[src/rtl/ram_access_arbiter_if.sv]
// Requester-side bus of the search-RAM arbiter: two request channels plus
// their grants, read-valid strobes and the shared read data.
interface ram_access_arbiter_if #(
    parameter int ADDR_W = 5,
    parameter int DATA_W = 8
);
    logic              m0_req;
    logic              m1_req;
    logic              m0_we;
    logic              m1_we;
    logic              m0_lock;
    logic              m1_lock;
    logic [ADDR_W-1:0] m0_addr;
    logic [ADDR_W-1:0] m1_addr;
    logic [DATA_W-1:0] m0_wdata;
    logic [DATA_W-1:0] m1_wdata;
    logic              m0_gnt;
    logic              m1_gnt;
    logic              m0_rvalid;
    logic              m1_rvalid;
    logic [DATA_W-1:0] rdata;

    modport master (
        output m0_req, m1_req, m0_we, m1_we, m0_lock, m1_lock,
        output m0_addr, m1_addr, m0_wdata, m1_wdata,
        input  m0_gnt, m1_gnt, m0_rvalid, m1_rvalid, rdata
    );

    modport slave (
        input  m0_req, m1_req, m0_we, m1_we, m0_lock, m1_lock,
        input  m0_addr, m1_addr, m0_wdata, m1_wdata,
        output m0_gnt, m1_gnt, m0_rvalid, m1_rvalid, rdata
    );
endinterface

[src/rtl/ram_access_arbiter.sv]
// Two-requester round-robin arbiter for the single-port search RAM, with an
// optional ownership lock that a waiting requester preempts after MAX_HOLD cycles.
module ram_access_arbiter #(
    parameter int ADDR_W      = 5,
    parameter int DATA_W      = 8,
    parameter int RAM_LATENCY = 1,
    parameter int MAX_HOLD    = 32
) (
    input  logic                 clock,
    input  logic                 reset,
    ram_access_arbiter_if.slave  bus,
    output logic [ADDR_W-1:0]    ram_addr,
    output logic [DATA_W-1:0]    ram_wdata,
    output logic                 ram_wren,
    input  logic [DATA_W-1:0]    ram_q
);
    localparam int HOLD_W = $clog2(MAX_HOLD + 1);

    logic                   last_q, last_d;
    logic                   lock_v_q, lock_v_d;
    logic                   lock_id_q, lock_id_d;
    logic [HOLD_W-1:0]      hold_cnt_q, hold_cnt_d;
    logic [RAM_LATENCY-1:0] rd_vld_q, rd_vld_d;
    logic [RAM_LATENCY-1:0] rd_id_q, rd_id_d;

    logic [1:0]        req;
    logic [1:0]        gnt;
    logic              expired;
    logic              any_gnt;
    logic              gnt_id;
    logic              sel_we;
    logic              sel_lock;
    logic [ADDR_W-1:0] sel_addr;
    logic [DATA_W-1:0] sel_wdata;
    logic [HOLD_W-1:0] hold_inc;

    assign req = {bus.m1_req, bus.m0_req};

    always_comb begin
        expired = lock_v_q && (hold_cnt_q >= HOLD_W'(MAX_HOLD)) && req[!lock_id_q];
        gnt     = '0;
        if (!reset) begin
            // An unexpired lock blocks the other side even while its owner is idle.
            if (lock_v_q && !expired)
                gnt[lock_id_q] = req[lock_id_q];
            else if (&req)
                gnt[!last_q] = 1'b1;
            else
                gnt = req;
        end
    end

    assign any_gnt = |gnt;
    assign gnt_id  = gnt[1];

    always_comb begin
        sel_we    = gnt_id ? bus.m1_we    : bus.m0_we;
        sel_lock  = gnt_id ? bus.m1_lock  : bus.m0_lock;
        sel_addr  = gnt_id ? bus.m1_addr  : bus.m0_addr;
        sel_wdata = gnt_id ? bus.m1_wdata : bus.m0_wdata;
    end

    assign bus.m0_gnt = gnt[0];
    assign bus.m1_gnt = gnt[1];
    assign ram_wren   = any_gnt && sel_we;
    assign ram_addr   = any_gnt ? sel_addr  : '0;
    assign ram_wdata  = any_gnt ? sel_wdata : '0;

    always_comb begin
        hold_inc   = (hold_cnt_q < HOLD_W'(MAX_HOLD)) ? hold_cnt_q + 1'b1 : hold_cnt_q;
        last_d     = last_q;
        lock_v_d   = lock_v_q;
        lock_id_d  = lock_id_q;
        hold_cnt_d = hold_cnt_q;
        if (any_gnt) begin
            last_d = gnt_id;
            if (sel_lock) begin
                if (lock_v_q && (lock_id_q == gnt_id)) begin
                    hold_cnt_d = hold_inc;
                end else begin
                    lock_v_d   = 1'b1;
                    lock_id_d  = gnt_id;
                    hold_cnt_d = '0;
                end
            end else begin
                lock_v_d   = 1'b0;
                hold_cnt_d = '0;
            end
        end else if (lock_v_q) begin
            hold_cnt_d = hold_inc;
        end
    end

    // Read pipe: stage 0 is loaded by a granted read, the last stage lines up with ram_q.
    always_comb begin
        rd_vld_d    = '0;
        rd_id_d     = '0;
        rd_vld_d[0] = any_gnt && !sel_we;
        rd_id_d[0]  = gnt_id;
        for (int s = 1; s < RAM_LATENCY; s++) begin
            rd_vld_d[s] = rd_vld_q[s-1];
            rd_id_d[s]  = rd_id_q[s-1];
        end
    end

    always_ff @(posedge clock) begin
        if (reset) begin
            last_q     <= 1'b1;
            lock_v_q   <= 1'b0;
            lock_id_q  <= 1'b0;
            hold_cnt_q <= '0;
            rd_vld_q   <= '0;
        end else begin
            last_q     <= last_d;
            lock_v_q   <= lock_v_d;
            lock_id_q  <= lock_id_d;
            hold_cnt_q <= hold_cnt_d;
            rd_vld_q   <= rd_vld_d;
        end
    end

    always_ff @(posedge clock) begin
        rd_id_q <= rd_id_d;
    end

    assign bus.m0_rvalid = !reset && rd_vld_q[RAM_LATENCY-1] && !rd_id_q[RAM_LATENCY-1];
    assign bus.m1_rvalid = !reset && rd_vld_q[RAM_LATENCY-1] &&  rd_id_q[RAM_LATENCY-1];
    assign bus.rdata     = ram_q;
endmodule
[src/flat_wrapper.sv]
// flat-port wrapper written by rule: the top's interface ports become plain ports
module ram_access_arbiter_flat 
#(
    parameter int ADDR_W      = 5,
    parameter int DATA_W      = 8,
    parameter int RAM_LATENCY = 1,
    parameter int MAX_HOLD    = 32
)
  (clock, reset, ram_addr, ram_wdata, ram_wren, ram_q, bus_m0_req, bus_m1_req, bus_m0_we, bus_m1_we, bus_m0_lock, bus_m1_lock, bus_m0_addr, bus_m1_addr, bus_m0_wdata, bus_m1_wdata, bus_m0_gnt, bus_m1_gnt, bus_m0_rvalid, bus_m1_rvalid, bus_rdata);
  ram_access_arbiter_if #(.ADDR_W(ADDR_W), .DATA_W(DATA_W)) bus_i ();
  input  logic clock;
  input  logic reset;
  output logic [ADDR_W-1:0] ram_addr;
  output logic [DATA_W-1:0] ram_wdata;
  output logic ram_wren;
  input  logic [DATA_W-1:0] ram_q;
  input wire logic [$bits(bus_i.m0_req)-1:0] bus_m0_req;
  input wire logic [$bits(bus_i.m1_req)-1:0] bus_m1_req;
  input wire logic [$bits(bus_i.m0_we)-1:0] bus_m0_we;
  input wire logic [$bits(bus_i.m1_we)-1:0] bus_m1_we;
  input wire logic [$bits(bus_i.m0_lock)-1:0] bus_m0_lock;
  input wire logic [$bits(bus_i.m1_lock)-1:0] bus_m1_lock;
  input wire logic [$bits(bus_i.m0_addr)-1:0] bus_m0_addr;
  input wire logic [$bits(bus_i.m1_addr)-1:0] bus_m1_addr;
  input wire logic [$bits(bus_i.m0_wdata)-1:0] bus_m0_wdata;
  input wire logic [$bits(bus_i.m1_wdata)-1:0] bus_m1_wdata;
  output wire logic [$bits(bus_i.m0_gnt)-1:0] bus_m0_gnt;
  output wire logic [$bits(bus_i.m1_gnt)-1:0] bus_m1_gnt;
  output wire logic [$bits(bus_i.m0_rvalid)-1:0] bus_m0_rvalid;
  output wire logic [$bits(bus_i.m1_rvalid)-1:0] bus_m1_rvalid;
  output wire logic [$bits(bus_i.rdata)-1:0] bus_rdata;
  assign bus_i.m0_req = bus_m0_req;
  assign bus_i.m1_req = bus_m1_req;
  assign bus_i.m0_we = bus_m0_we;
  assign bus_i.m1_we = bus_m1_we;
  assign bus_i.m0_lock = bus_m0_lock;
  assign bus_i.m1_lock = bus_m1_lock;
  assign bus_i.m0_addr = bus_m0_addr;
  assign bus_i.m1_addr = bus_m1_addr;
  assign bus_i.m0_wdata = bus_m0_wdata;
  assign bus_i.m1_wdata = bus_m1_wdata;
  assign bus_m0_gnt = bus_i.m0_gnt;
  assign bus_m1_gnt = bus_i.m1_gnt;
  assign bus_m0_rvalid = bus_i.m0_rvalid;
  assign bus_m1_rvalid = bus_i.m1_rvalid;
  assign bus_rdata = bus_i.rdata;
  ram_access_arbiter #(.ADDR_W(ADDR_W), .DATA_W(DATA_W), .RAM_LATENCY(RAM_LATENCY), .MAX_HOLD(MAX_HOLD)) u_core (.clock(clock), .reset(reset), .bus(bus_i), .ram_addr(ram_addr), .ram_wdata(ram_wdata), .ram_wren(ram_wren), .ram_q(ram_q));
endmodule
[config.mk]
export PLATFORM = sky130hd
export DESIGN_NAME = ram_access_arbiter_flat
export DESIGN_NICKNAME = d
export VERILOG_FILES = /design/src/rtl/ram_access_arbiter_if.sv /design/src/rtl/ram_access_arbiter.sv /design/src/flat_wrapper.sv
export SDC_FILE = /design/constraint.sdc
export NUM_CORES = 1
export LEC_CHECK = 0
export CAP_MARGIN = 20
export CORE_MARGIN = 5
export CORE_UTILIZATION = 38
export CTS_BUF_LIST = sky130_fd_sc_hd__clkbuf_16
export CTS_CLUSTER_SIZE = 28
export DETAILED_ROUTE_END_ITERATION = 8
export HOLD_SLACK_MARGIN = 0.1
export MAX_ROUTING_LAYER = met4
export PLACE_DENSITY = 0.86
export RECOVER_POWER = 50
export SLEW_MARGIN = 5
export SYNTH_ARGS = -nofsm -noshare
export SYNTH_HDL_FRONTEND = slang
export SYNTH_SLANG_ARGS = --single-unit
[constraint.sdc]
create_clock -name clock -period 2.55 [get_ports clock]
set_input_delay 0.3825 -clock clock [delete_from_list [all_inputs] [get_ports clock]]
set_output_delay 0.3825 -clock clock [all_outputs]
set_load 0.1 [all_outputs]
==> After elaboration in Yosys (flattened, before gate mapping) <==
Cells that the tools add are included.
{ "totals": {"reg_bits": 11, "latch_bits": 0, "ramBits": 0, "mem_bits_ro": 0, "inputBits": 42, "out_inout_bits": 26, "word_cells": 64, "mem_count": 0} }
{ "op_classes": {"add_sub_neg": 1, "n_mul": 0, "div_mod_pow": 0, "n_lt_le_gt_ge": 7, "n_eq_ne": 2, "n_shift": 0, "mux": 24, "n_bitwise": 2, "reduce_logical": 22} }
{ "op_table": {"columns": ["operator", "count"], "rows": [
  ["$mux W6", 5],
  ["$mux W8", 2],
  ["$logic_and A1 B1 Y1", 11],
  ["$mux W1", 10],
  ["$mux W5", 2],
  ["$add A6 B1 Y6 const B", 1],
  ["$ge A6 B6 Y1 const B", 1],
  ["$logic_not A1 Y1", 6],
  ["$lt A1 B2 Y1 const B", 3],
  ["$lt A6 B6 Y1 const B", 1],
  ["$mux W2", 3],
  ["$reduce_and A2 Y1", 2],
  ["$reduce_and A3 Y1", 1],
  ["$and A2 B2 Y2", 1],
  ["$demux W1 S1", 2],
  ["$ge A1 B1 Y1 const B", 2],
  ["$ne A2 B2 Y1 const B", 1],
  ["$reduce_bool A2 Y1", 1],
  ["$reduce_or A2 Y1", 1],
  ["$eq A1 B1 Y1", 1],
  ["$not A1 Y1", 1]
]} }

==> Logic depth before layout (Yosys ltp) <==
{ "logic_depth": {"depth_word": 13, "mapped_depth": 7, "mapped_depth_nobuf": 5} }

==> Worst setup path after synthesis <==
OpenSTA, ideal clock, no wires.
{ "synth_timing": {"kind": "input to output", "from": "input reset", "to": "output bus_m0_rvalid", "arrival_time_ns": 2.595, "required_time_ns": 2.168, "slack_ns": -0.427, "stages": 1, "path_buffers": 0, "path_cell_list": "nor3b_1"} }
{ "synth_between": {"elab_chain_len": 3} }
{ "synth_lines": {"columns": ["item", "line", "source"], "rows": [
  ["start: declaration", "flat_wrapper.sv:12", "input logic reset;"],
  ["$logic_not A1 Y1", null, null],
  ["$logic_and A1 B1 Y1 (2 in a row)", "ram_access_arbiter.sv:126", "assign bus.m0_rvalid = !reset && rd_vld_q[RAM_LATENCY-1] && !rd_id_q[RAM_LATENCY-1];"],
  ["end: declaration", "flat_wrapper.sv:29", "output wire logic [$bits(bus_i.m0_rvalid)-1:0] bus_m0_rvalid;"]
]} }
No other way between the ends.

==> Final worst setup path <==
{ "layout_timing": {"from": "input bus_m0_req", "to": "output ram_wren"} }
{ "layout_between": {"elab_chain_len": 9, "elab_cells_between_ends": 15, "cone_classes": "mux (8); bitwise (1); reduce/logical (6)"} }
{ "layout_lines": {"columns": ["item", "line", "source"], "rows": [
  ["start: declaration", "flat_wrapper.sv:17", "input wire logic [$bits(bus_i.m0_req)-1:0] bus_m0_req;"],
  ["$mux W1 (implied by the code) (2 in a row)", "ram_access_arbiter.sv:40", "expired = lock_v_q && (hold_cnt_q >= HOLD_W'(MAX_HOLD)) && req[!lock_id_q];"],
  ["$logic_and A1 B1 Y1", "ram_access_arbiter.sv:40", null],
  ["$logic_not A1 Y1", "ram_access_arbiter.sv:44", "if (lock_v_q && !expired)"],
  ["$logic_and A1 B1 Y1", "ram_access_arbiter.sv:44", null],
  ["$mux W2 *", "ram_access_arbiter.sv:44", null],
  ["$mux W2 *", "ram_access_arbiter.sv:42", "if (!reset) begin"],
  ["$reduce_or A2 Y1 or $mux W1 (tied branches)", "ram_access_arbiter.sv:53, ram_access_arbiter.sv:57", null],
  ["$logic_and A1 B1 Y1 *", "ram_access_arbiter.sv:65", "assign ram_wren = any_gnt && sel_we;"],
  ["end: declaration", "flat_wrapper.sv:15", "output logic ram_wren;"]
]} }
Every way passes the cells marked *; elsewhere a longest branch is shown, timed or not. The select of a mux whose other input is x is not followed.

==> metrics.txt <==
Total Nets Final 209; cell-internal power 0.000549 W; detailed-route via count 999; Top cell by count, worst path sky130_fd_sc_hd__buf_12; number of storage elements in the synthesis netlist 11; Yosys top cell by area sky130_fd_sc_hd__dfxtp_1; cell class contributing the biggest share of worst-path delay buffers and inverters; Inst Count DP 190; number of slew-limit violations in the final report 0; commonest non-fill, non-tap cell in the layout sky130_fd_sc_hd__clkdlybuf4s50_1; relative contribution of the clock network to total power 32.2%; endpoint required time on the critical path 2.17 ns; maximum clock frequency 417 MHz; Total Power Consumption 0.000860 W; RSZ-0062 raised after global routing false; first-pass GRT wire length 4720 um; number of violations of the max-capacitance limit 0; Warnings, synthesis 0; complex-gate fraction of the synthesized area 22.1%; later-pin clock latency in the skew report 0.23 ns; total of buffers placed on input and output ports 51; Tightest Pin Transition 0.635 ns; initial antenna violation count 0; number of standard-cell rows in the floorplan 18; Hold Violations, Final 0; total global-route track usage 17.7%; number of vias per cell 5.15; final critical-path share of the clock period 94.1%; global route total overflow 0; count of clock tree sinks 11; number of DRC markers after the initial detailed-route iteration 27; CP Data Arrival Time 2.02 ns; area overhead of the layout relative to synthesis 76.8%; Max Buffers Root-to-Sink 2; Max stage delay on crit path 0.42 ns; via count of the first global-routing pass 1,081; class of the most critical hold timing path in2reg; library cells used by synthesis 36; largest family of logic cells by synthesized area compound AO/OA/AOI/OAI gates; fin cells 194; ports placed on the boundary 68; leading cell types by total area after synthesis sky130_fd_sc_hd__dfxtp_1 22%, sky130_fd_sc_hd__mux2i_1 16%, sky130_fd_sc_hd__nor2_1 6.5%; Net Sw Power 0.000311 W; count of buffer and inverter cells on the critical path 3; post-DR wirelength/cell 15.2 um; critical path's slowest cell sky130_fd_sc_hd__clkdlybuf4s50_1; overall die area 3710 um2; nature of the critical path startpoint primary input; share of layout cells above drive strength 1 23.8%; Syn Nets 160; setup fix buffers added after clock tree synthesis 0; post-detail-place hpwl 2560 um; number of nets with antenna violations after detailed routing 0; Residual DRC 0; area share of the largest cell type after synthesis 22.4%; core area 2480 um2; maximum clock skew at final layout 0.00224 ns; Die X-Extent 60.9 um; part of the power in registers 22.5%; highest net fanout along the worst path 19; highest-count cells in the layout ignoring fill and taps 32 x sky130_fd_sc_hd__clkdlybuf4s50_1, 18 x sky130_fd_sc_hd__buf_12, 16 x sky130_fd_sc_hd__mux2i_1; cell chain of the critical path clkdlybuf4s50_1, and2_4, a211oi_2, buf_12, mux2i_1, nor2_1, buf_12; LEAKAGE 0.659 nW; largest net degree at the start of global routing 20; Clock Tree Root sky130_fd_sc_hd__clkbuf_16; adder and majority gate portion of the synthesized area 2.54%; simple-gate portion of the synthesized area 19.1%; status finished, final reports clean; cell area power density 495 nW/um2; mean cell area of the mapped netlist 8.48 um2; part of the Yosys area used for sequential elements 22.4%; netlist area before placement 983 um2; clock buffer count from CTS 3; area share of xor/xnor cells in the synthesized design 3.56%; Setup Total Neg Slack 0 ns; endpoint class of the critical path output pin; switching share of total power 36.2%; H-tree depth reported by CTS 1; Max rail drop VDD 0.610 mV; Comb pwr share 45.3%; first-pass detailed-route iteration total 4; post-layout min period 2.40 ns; relative max-transition margin 57.2%; critical path type in2out; ant diodes 0; setup-violating endpoint count in the final report 0; weighted congestion at the end of routability-driven global placement 0.793; overall die height 60.9 um; Post-Synthesis Cells 116; initial cell density of the core 39.7%; final WL 2940 um; clock tree from TritonCTS yes; multiplexer share of the synthesized area 16.3%; clk slew on worst S/H paths 0.04 ns
[routing by layer]
metal  GRT usage [%]  vias to the layer above  wire [um]
li1                -                      495          -
met1            18.1                      446       1020
met2            31.0                       52       1550
met3            6.60                        6        338
met4            5.88                        0         36
met5               -                        -          0
[path summary, 6_finish.rpt]
path / from / end / slack (ns) / cells after the start
worst min-delay path: bus_m1_req / u_core.last_q$_SDFFE_PP1N_ / 0.54 / 3
worst max register to register: u_core.hold_cnt_q[5]$_SDFFE_PP0P_ / u_core.rd_vld_q$_SDFF_PP0_ / 0.94 / 5
worst max-delay path: bus_m0_req / ram_wren / 0.15 / 7
worst min register to register: u_core.hold_cnt_q[4]$_SDFFE_PP0P_ / u_core.hold_cnt_q[4]$_SDFFE_PP0P_ / 0.56 / 2
[cells in the mapped netlist (all sizes together)]
library cell / count
nand2b: 2
buf: 12
nor2b: 3
a2111oi: 2
a211oi: 4
o21ai: 2
and2b: 1
nor2: 17
ha: 2
xnor2: 4
o31a: 1
nand3: 3
nand3b: 1
o22ai: 1
o31ai: 1
nand2: 4
o311ai: 2
inv: 8
o311a: 1
and3: 3
mux2i: 16
dfxtp: 11
a21oi: 9
and2: 1
a21o: 1
nor3b: 2
a22o: 1
o21bai: 1
[state kept, by name (all words and copies together), names as in the netlist]
signal	cells
u_core.rd_vld_q	1
u_core.hold_cnt_q	6
u_core.rd_id_q	1
u_core.lock_id_q	1
u_core.lock_v_q	1
u_core.last_q	1
[area by class of cell]
class                           count  area, um2
Fill cell                         183        738
Timing Repair Buffer               56        721
Multi-Input combinational cell     85        652
Sequential cell                    11        220
Clock buffer                        3       75.1
Tap cell                           30       37.5
Inverter                            8       30.0
Clock inverter                      1       3.75
[repair_timing]
| action | CTS | global route |
|---|---|---|
| hold buffers | 0 | 0 |
| endpoints found under the setup margin | 0 | 7 |
| resized for setup | 0 | 2 |
[power groups by stage]
stage                     clock network (W)  registers, W  logic, W
after floorplan                           0      0.000194  0.000295
after CTS                          0.000284      0.000193  0.000396
final                              0.000277      0.000194  0.000390
after global placement                    0      0.000195  0.000386
after global routing               0.000293      0.000195  0.000407
after detailed placement                  0      0.000196  0.000394
[worst reg2reg max path, stage by stage (launching register included)]
cell	delay [ns]
sky130_fd_sc_hd__dfxtp_1	0.40
sky130_fd_sc_hd__nand2b_1	0.26
sky130_fd_sc_hd__a211oi_2	0.28
sky130_fd_sc_hd__buf_12	0.21
sky130_fd_sc_hd__mux2i_1	0.24
sky130_fd_sc_hd__nor2b_1	0.14
[stage by stage]
step / hold slack, ns / utilization, % / setup slack, ns / cell area [um2]
floorplan: 0.452 / - / -0.168 / 1010
global placement: 0.529 / 67.8 / 0.125 / 1680
detailed placement: 0.539 / 67.8 / 0.0844 / 1680
CTS: 0.554 / 71.0 / 0.0807 / 1760
global route: 0.576 / 70.2 / 0.0426 / 1740
finish: 0.535 / 70.2 / 0.151 / 1740
[logic make-up after synthesis]
logic type               Yosys count
AND/OR/NAND/NOR                   37
AO/OA/AOI/OAI                     26
buffers and inverters             20
multiplexers                      16
flip-flops                        11
XOR/XNOR                           4
adder cells (fa/ha/maj)            2
Power figures use the tool's default switching activity.
